<file path="config.mk">
export PLATFORM = sky130hd
export DESIGN_NAME = ram_fifo_ctrl
export DESIGN_NICKNAME = d
export VERILOG_FILES = /design/src/rtl/ram_fifo_pkg.sv /design/src/rtl/fifo_ptr_cnt.sv /design/src/rtl/ram_fifo_ctrl.sv
export SDC_FILE = /design/constraint.sdc
export NUM_CORES = 1
export LEC_CHECK = 0
export ABC_AREA = 0
export CAP_MARGIN = 20
export CORE_MARGIN = 2
export CORE_UTILIZATION = 31
export DETAILED_ROUTE_END_ITERATION = 7
export PLACE_DENSITY = 0.78
export SYNTH_ARGS = -nofsm -noshare
export SYNTH_HDL_FRONTEND = slang
export SYNTH_HIERARCHICAL = 1
export SYNTH_SLANG_ARGS = --single-unit
</file>
<file path="constraint.sdc">
create_clock -name clk -period 2.2 [get_ports clk]
set_input_delay 0.66 -clock clk [delete_from_list [all_inputs] [get_ports clk]]
set_output_delay 0.66 -clock clk [all_outputs]
set_load 0.03 [all_outputs]
</file>
<file path="src/rtl/ram_fifo_pkg.sv">
// ram_fifo_pkg: shared constants and types for the RAM-backed FIFO controller.
//   DW_DEF / DEPTH_DEF : default data width and entry count (match the 4x4 RAM).
//   ram_op_e           : encoding of the RAM SEL pin (0 = read, 1 = write).
//   ptr_t              : pointer type for the default depth.
package ram_fifo_pkg;
   localparam int DW_DEF    = 4;
   localparam int DEPTH_DEF = 4;
   localparam int PTR_W_DEF = $clog2(DEPTH_DEF);

   typedef enum logic {
      RAM_RD = 1'b0,
      RAM_WR = 1'b1
   } ram_op_e;

   typedef logic [PTR_W_DEF-1:0] ptr_t;
endpackage

</file>
<file path="src/rtl/fifo_ptr_cnt.sv">
// fifo_ptr_cnt: write/read pointers and occupancy counter for the RAM FIFO.
//   clk, reset        : clock, async active-high reset
//   inc_wr_i/inc_rd_i : advance write / read pointer (never both in one cycle)
//   wr_ptr_o/rd_ptr_o : current RAM addresses for next write / read
//   count_o           : occupancy 0..DEPTH
//   full_o/empty_o    : decoded from count
module fifo_ptr_cnt #(
   parameter  int DEPTH = 4,
   localparam int AW    = $clog2(DEPTH)
) (
   input  logic          clk,
   input  logic          reset,
   input  logic          inc_wr_i,
   input  logic          inc_rd_i,
   output logic [AW-1:0] wr_ptr_o,
   output logic [AW-1:0] rd_ptr_o,
   output logic [AW:0]   count_o,
   output logic          full_o,
   output logic          empty_o
);
   logic [AW-1:0] wr_ptr_q, wr_ptr_d;
   logic [AW-1:0] rd_ptr_q, rd_ptr_d;
   logic [AW:0]   count_q, count_d;

   // DEPTH is a power of two, so the pointers wrap naturally at AW bits.
   always_comb begin
      wr_ptr_d = wr_ptr_q;
      rd_ptr_d = rd_ptr_q;
      count_d  = count_q;
      if (inc_wr_i) begin
         wr_ptr_d = wr_ptr_q + AW'(1);
         count_d  = count_q + (AW+1)'(1);
      end else if (inc_rd_i) begin
         rd_ptr_d = rd_ptr_q + AW'(1);
         count_d  = count_q - (AW+1)'(1);
      end
   end

   always_ff @(posedge clk or posedge reset) begin
      if (reset) begin
         wr_ptr_q <= '0;
         rd_ptr_q <= '0;
         count_q  <= '0;
      end else begin
         wr_ptr_q <= wr_ptr_d;
         rd_ptr_q <= rd_ptr_d;
         count_q  <= count_d;
      end
   end

   assign wr_ptr_o = wr_ptr_q;
   assign rd_ptr_o = rd_ptr_q;
   assign count_o  = count_q;
   assign full_o   = (count_q == (AW+1)'(DEPTH));
   assign empty_o  = (count_q == '0);
endmodule

</file>
<file path="src/rtl/ram_fifo_ctrl.sv">
// ram_fifo_ctrl: turns the external single-port 4x4 RAM (registered Dout)
// into a FIFO with push/pop handshakes.
//   push_valid/push_data/push_ready : producer side
//   pop_valid/pop_ready             : consumer request side
//   rd_valid/rd_data                : returned word, one cycle after pop accept
//   count/full/empty                : occupancy status
//   ram_sel/ram_addr/ram_din        : RAM drive; ram_dout is RAM read data
//   err_ovf/err_udf                 : sticky misuse flags, live only when
//                                     RAM_FIFO_ERR_EN is defined, else tied 0
module ram_fifo_ctrl
   import ram_fifo_pkg::*;
#(
   parameter  int DW    = DW_DEF,
   parameter  int DEPTH = DEPTH_DEF,
   localparam int AW    = $clog2(DEPTH)
) (
   input  logic          clk,
   input  logic          reset,
   input  logic          push_valid,
   input  logic [DW-1:0] push_data,
   output logic          push_ready,
   input  logic          pop_valid,
   output logic          pop_ready,
   output logic          rd_valid,
   output logic [DW-1:0] rd_data,
   output logic [AW:0]   count,
   output logic          full,
   output logic          empty,
   output logic          ram_sel,
   output logic [AW-1:0] ram_addr,
   output logic [DW-1:0] ram_din,
   input  logic [DW-1:0] ram_dout,
   output logic          err_ovf,
   output logic          err_udf
);
   logic          push_go, pop_go;
   logic [AW-1:0] wr_ptr, rd_ptr;
   logic          rd_valid_q, rd_valid_d;
   ram_op_e       ram_op;

   // One RAM port: a pending pop wins over a push unless there is nothing
   // to pop, so the two grants are mutually exclusive.
   assign pop_ready  = !empty;
   assign push_ready = !full && !(pop_valid && !empty);
   assign pop_go     = pop_valid && pop_ready;
   assign push_go    = push_valid && push_ready;

   fifo_ptr_cnt #(.DEPTH(DEPTH)) u_ptr (
      .clk      (clk),
      .reset    (reset),
      .inc_wr_i (push_go),
      .inc_rd_i (pop_go),
      .wr_ptr_o (wr_ptr),
      .rd_ptr_o (rd_ptr),
      .count_o  (count),
      .full_o   (full),
      .empty_o  (empty)
   );

   // Idle cycles issue a harmless read of the head entry.
   always_comb begin
      ram_op   = RAM_RD;
      ram_addr = rd_ptr;
      if (push_go) begin
         ram_op   = RAM_WR;
         ram_addr = wr_ptr;
      end
   end

   assign ram_sel = ram_op;
   assign ram_din = push_data;

   // RAM registers Dout on the accepting edge, so a registered valid lines
   // up with the combinational pass-through of ram_dout.
   assign rd_valid_d = pop_go;

   always_ff @(posedge clk or posedge reset) begin
      if (reset) rd_valid_q <= 1'b0;
      else       rd_valid_q <= rd_valid_d;
   end

   assign rd_valid = rd_valid_q;
   assign rd_data  = ram_dout;

`ifdef RAM_FIFO_ERR_EN
   logic err_ovf_q, err_udf_q;

   always_ff @(posedge clk or posedge reset) begin
      if (reset) begin
         err_ovf_q <= 1'b0;
         err_udf_q <= 1'b0;
      end else begin
         if (push_valid && full)  err_ovf_q <= 1'b1;
         if (pop_valid  && empty) err_udf_q <= 1'b1;
      end
   end

   assign err_ovf = err_ovf_q;
   assign err_udf = err_udf_q;
`else
   assign err_ovf = 1'b0;
   assign err_udf = 1'b0;
`endif
endmodule

</file>
==> qor.csv <==
metric;value;unit
status;finished, violations left;
violations;negative setup slack;
p_leak;0.000367;uW
synth_compound_area_share;3.33;%
yosys-top-cells-area;dfrtp_1 (38%), buf_4 (14%), xnor2_1 (6.7%);
coreArea;1540;um2
dp_hpwl;768;um
ys_ff_latch;8;
die_area;2040;um2
internal_power;740;uW
routedLengthMet1;418;um
final_common_cell;buf_4;
wl_per_cell;11.8;um
setup_viol;2;
cts_tree;done;
crit_path_end_kind;output port;
p_seq_share;24.4;%
wl_met2;506;um
die_w;45.2;um
clk_path_buf_depth;2;
yosysWarningCount;6;
fmax;0.449;GHz
syn_inst;50;
final_util;50.5;%
post-route-min-period;2.23;ns
crit_type;reg -> out;
layout.nets;85;
grt_pass1_vias;410;
mostFrequentLayoutCells;buf_4 (12), clkdlybuf4s50_1 (5), buf_6 (5), dfrtp_1 (5);
seq_area_frac_synth;38.1;%
synthDominantCellAreaShare;38.1;%
syn_to_final_growth;48.1;%
wl;1.03;mm
synth_top_family_by_area;buffers and inverters;
holdWs;0.485;ns
rsz0062_at_grt;true;
hold_viol;0;
cts_sinks;8;
instances_no_fill;87;
startpoint_type;flop;
route.top_layer_used;met4;
synthMuxAreaShare;7.86;%
synth-xor-area-share;8.33;%
drive_above_1_share;56.3;%
synth_simple_gate_area_share;17.1;%
ioPinCount;33;
synth.distinct_cells;24;
grt_start_max_net_pins;10;
die_h;45.2;um
io_buffers;14;
start_util;34.1;%
path_max_fanout;3;
track_usage;11.3;%
power_density;1650;nW/um2
finalWorstSetupSlack;-0.0296;ns
hold_path_class;reg -> reg;
dp.cells;81;
via_per_inst;4.49;
cp.required;1.54;ns
gp_congestion;0.674;
cts_root_buf;clkbuf_4;
combinationalPowerShare;66.1;%
synthAdderAreaFrac;3.81;%
drc;0;
pwr-share-clk;9.5;%
hold_buffers;0;
maxSlewViolCount;0;
antenna_found_initial;0;
grt_pass1_wl;1.64;mm
ant_nets;0;
dr_wl_met3;86;um
h-tree-depth;1;
yosys.area.top_type;dfrtp_1;
finalCritPeriodShare;101;%
critPathArrivalTime;1.57;ns
rows;14;
clkLatencyLatePin;0.26;ns
via_count;391;
synth_area;526;um2
cap_violations;0;
numCtsBuffers;3;
antenna_cells;0;
drt_iter0_drc;2;
p_sw_share;42.2;%
synth_area_per_cell;10.5;um2
drt_pre_antenna_iters;2;
peakVddDrop;0.646;mV
gr-total-overflow;0;
fin_skew;0.00559;ns
switchingPower;541;uW
pre_cts_ws;-0.700;ns
clk_pin_slew;0.06;ns
[sequential cells by signal (all words and copies together) (netlist names)]
signal / count
rd_valid: 1
u_ptr/count_o: 3
u_ptr/rd_ptr_o: 2
u_ptr/wr_ptr_o: 2
[per-stage QoR]
| stage | setup TNS, ns | instance area [um2] | total power [uW] |
|---|---|---|---|
| 6_report | -0.0562 | 778 | 1280 |
| 5_1_grt | -0.241 | 778 | 1360 |
| 4_1_cts | -0.0667 | 776 | 1290 |
| 3_5_place_dp | -2.41 | 726 | 1120 |
| 3_3_place_gp | -2.28 | 726 | 1100 |
| 2_1_floorplan | -0.485 | 574 | 828 |
[synth_stat cells (all sizes together)]
cell type and instances:
nor2 2, buf 11, nand2 2, nor3 1, fa 1, conb 1
xnor2 4, dfrtp 8, and3 1, nor2b 1, nor3b 1, xor2 1
a21oi 1, a211oi 1, inv 6, and4bb 1, or3b 1, nand2b 2
nand3b 1, mux2 3
[worst max-delay path, stage by stage, from the launching register on]
cell and delay [ns]:
dfrtp_2 0.44, nor3b_4 0.27, nor2b_4 0.07, nand2_4 0.09
mux2_4 0.30, buf_6 0.14
[path summary, 6_finish.rpt]
check	startpoint	endpoint	slack, ns	cells after the start
hold reg to reg	u_ptr/rd_ptr_o[1]$_DFFE_PP0P_	u_ptr/rd_ptr_o[1]$_DFFE_PP0P_	0.48	1
min in group asynchronous	reset	rd_valid$_DFF_PP0_	0.57	2
setup reg to reg	u_ptr/count_o[0]$_DFFE_PP0P_	u_ptr/count_o[2]$_DFFE_PP0P_	0.04	10
hold / removal	u_ptr/rd_ptr_o[1]$_DFFE_PP0P_	u_ptr/rd_ptr_o[1]$_DFFE_PP0P_	0.48	1
max in group asynchronous	reset	u_ptr/count_o[1]$_DFFE_PP0P_	1.28	2
setup / recovery	u_ptr/count_o[0]$_DFFE_PP0P_	ram_addr[0]	-0.03	5
[cells by family after synthesis]
group | after synthesis
adder cells (fa/ha/maj) | 1
flip-flops | 8
AO/OA/AOI/OAI | 2
AND/OR/NAND/NOR | 13
buffers and inverters | 17
multiplexers | 3
other | 1
XOR/XNOR | 5
[power groups by stage]
stage                     combinational [uW]  clock, uW  sequential (uW)
after floorplan                          443          0              385
after global placement                   786          0              316
after detailed placement                 805          0              320
after CTS                                848        128              311
after global routing                     903        133              324
final                                    848        121              313
[area by class of cell]
class,count,area (um2)
fillers,146,763
multi-input cells,26,265
repair buffers,27,236
flip-flops and latches,8,204
clock buffers,4,26.3
inverters,6,26.3
well taps,16,20.0
[routing by layer]
layer | global-route usage, % | vias to the layer above
li1 | - | 188
met1 | 12.2 | 183
met2 | 19.7 | 18
met3 | 1.60 | 2
met4 | 8.82 | 0
met5 | 0 | -
[timing repair]
| item | CTS | global route |
|---|---|---|
| gates resized for setup | 22 | 4 |
| setup buffers | 3 | 0 |
| pin swaps | 1 | 1 |
| endpoints found under the setup margin | 7 | 4 |
(Power assumes the default switching activity.)
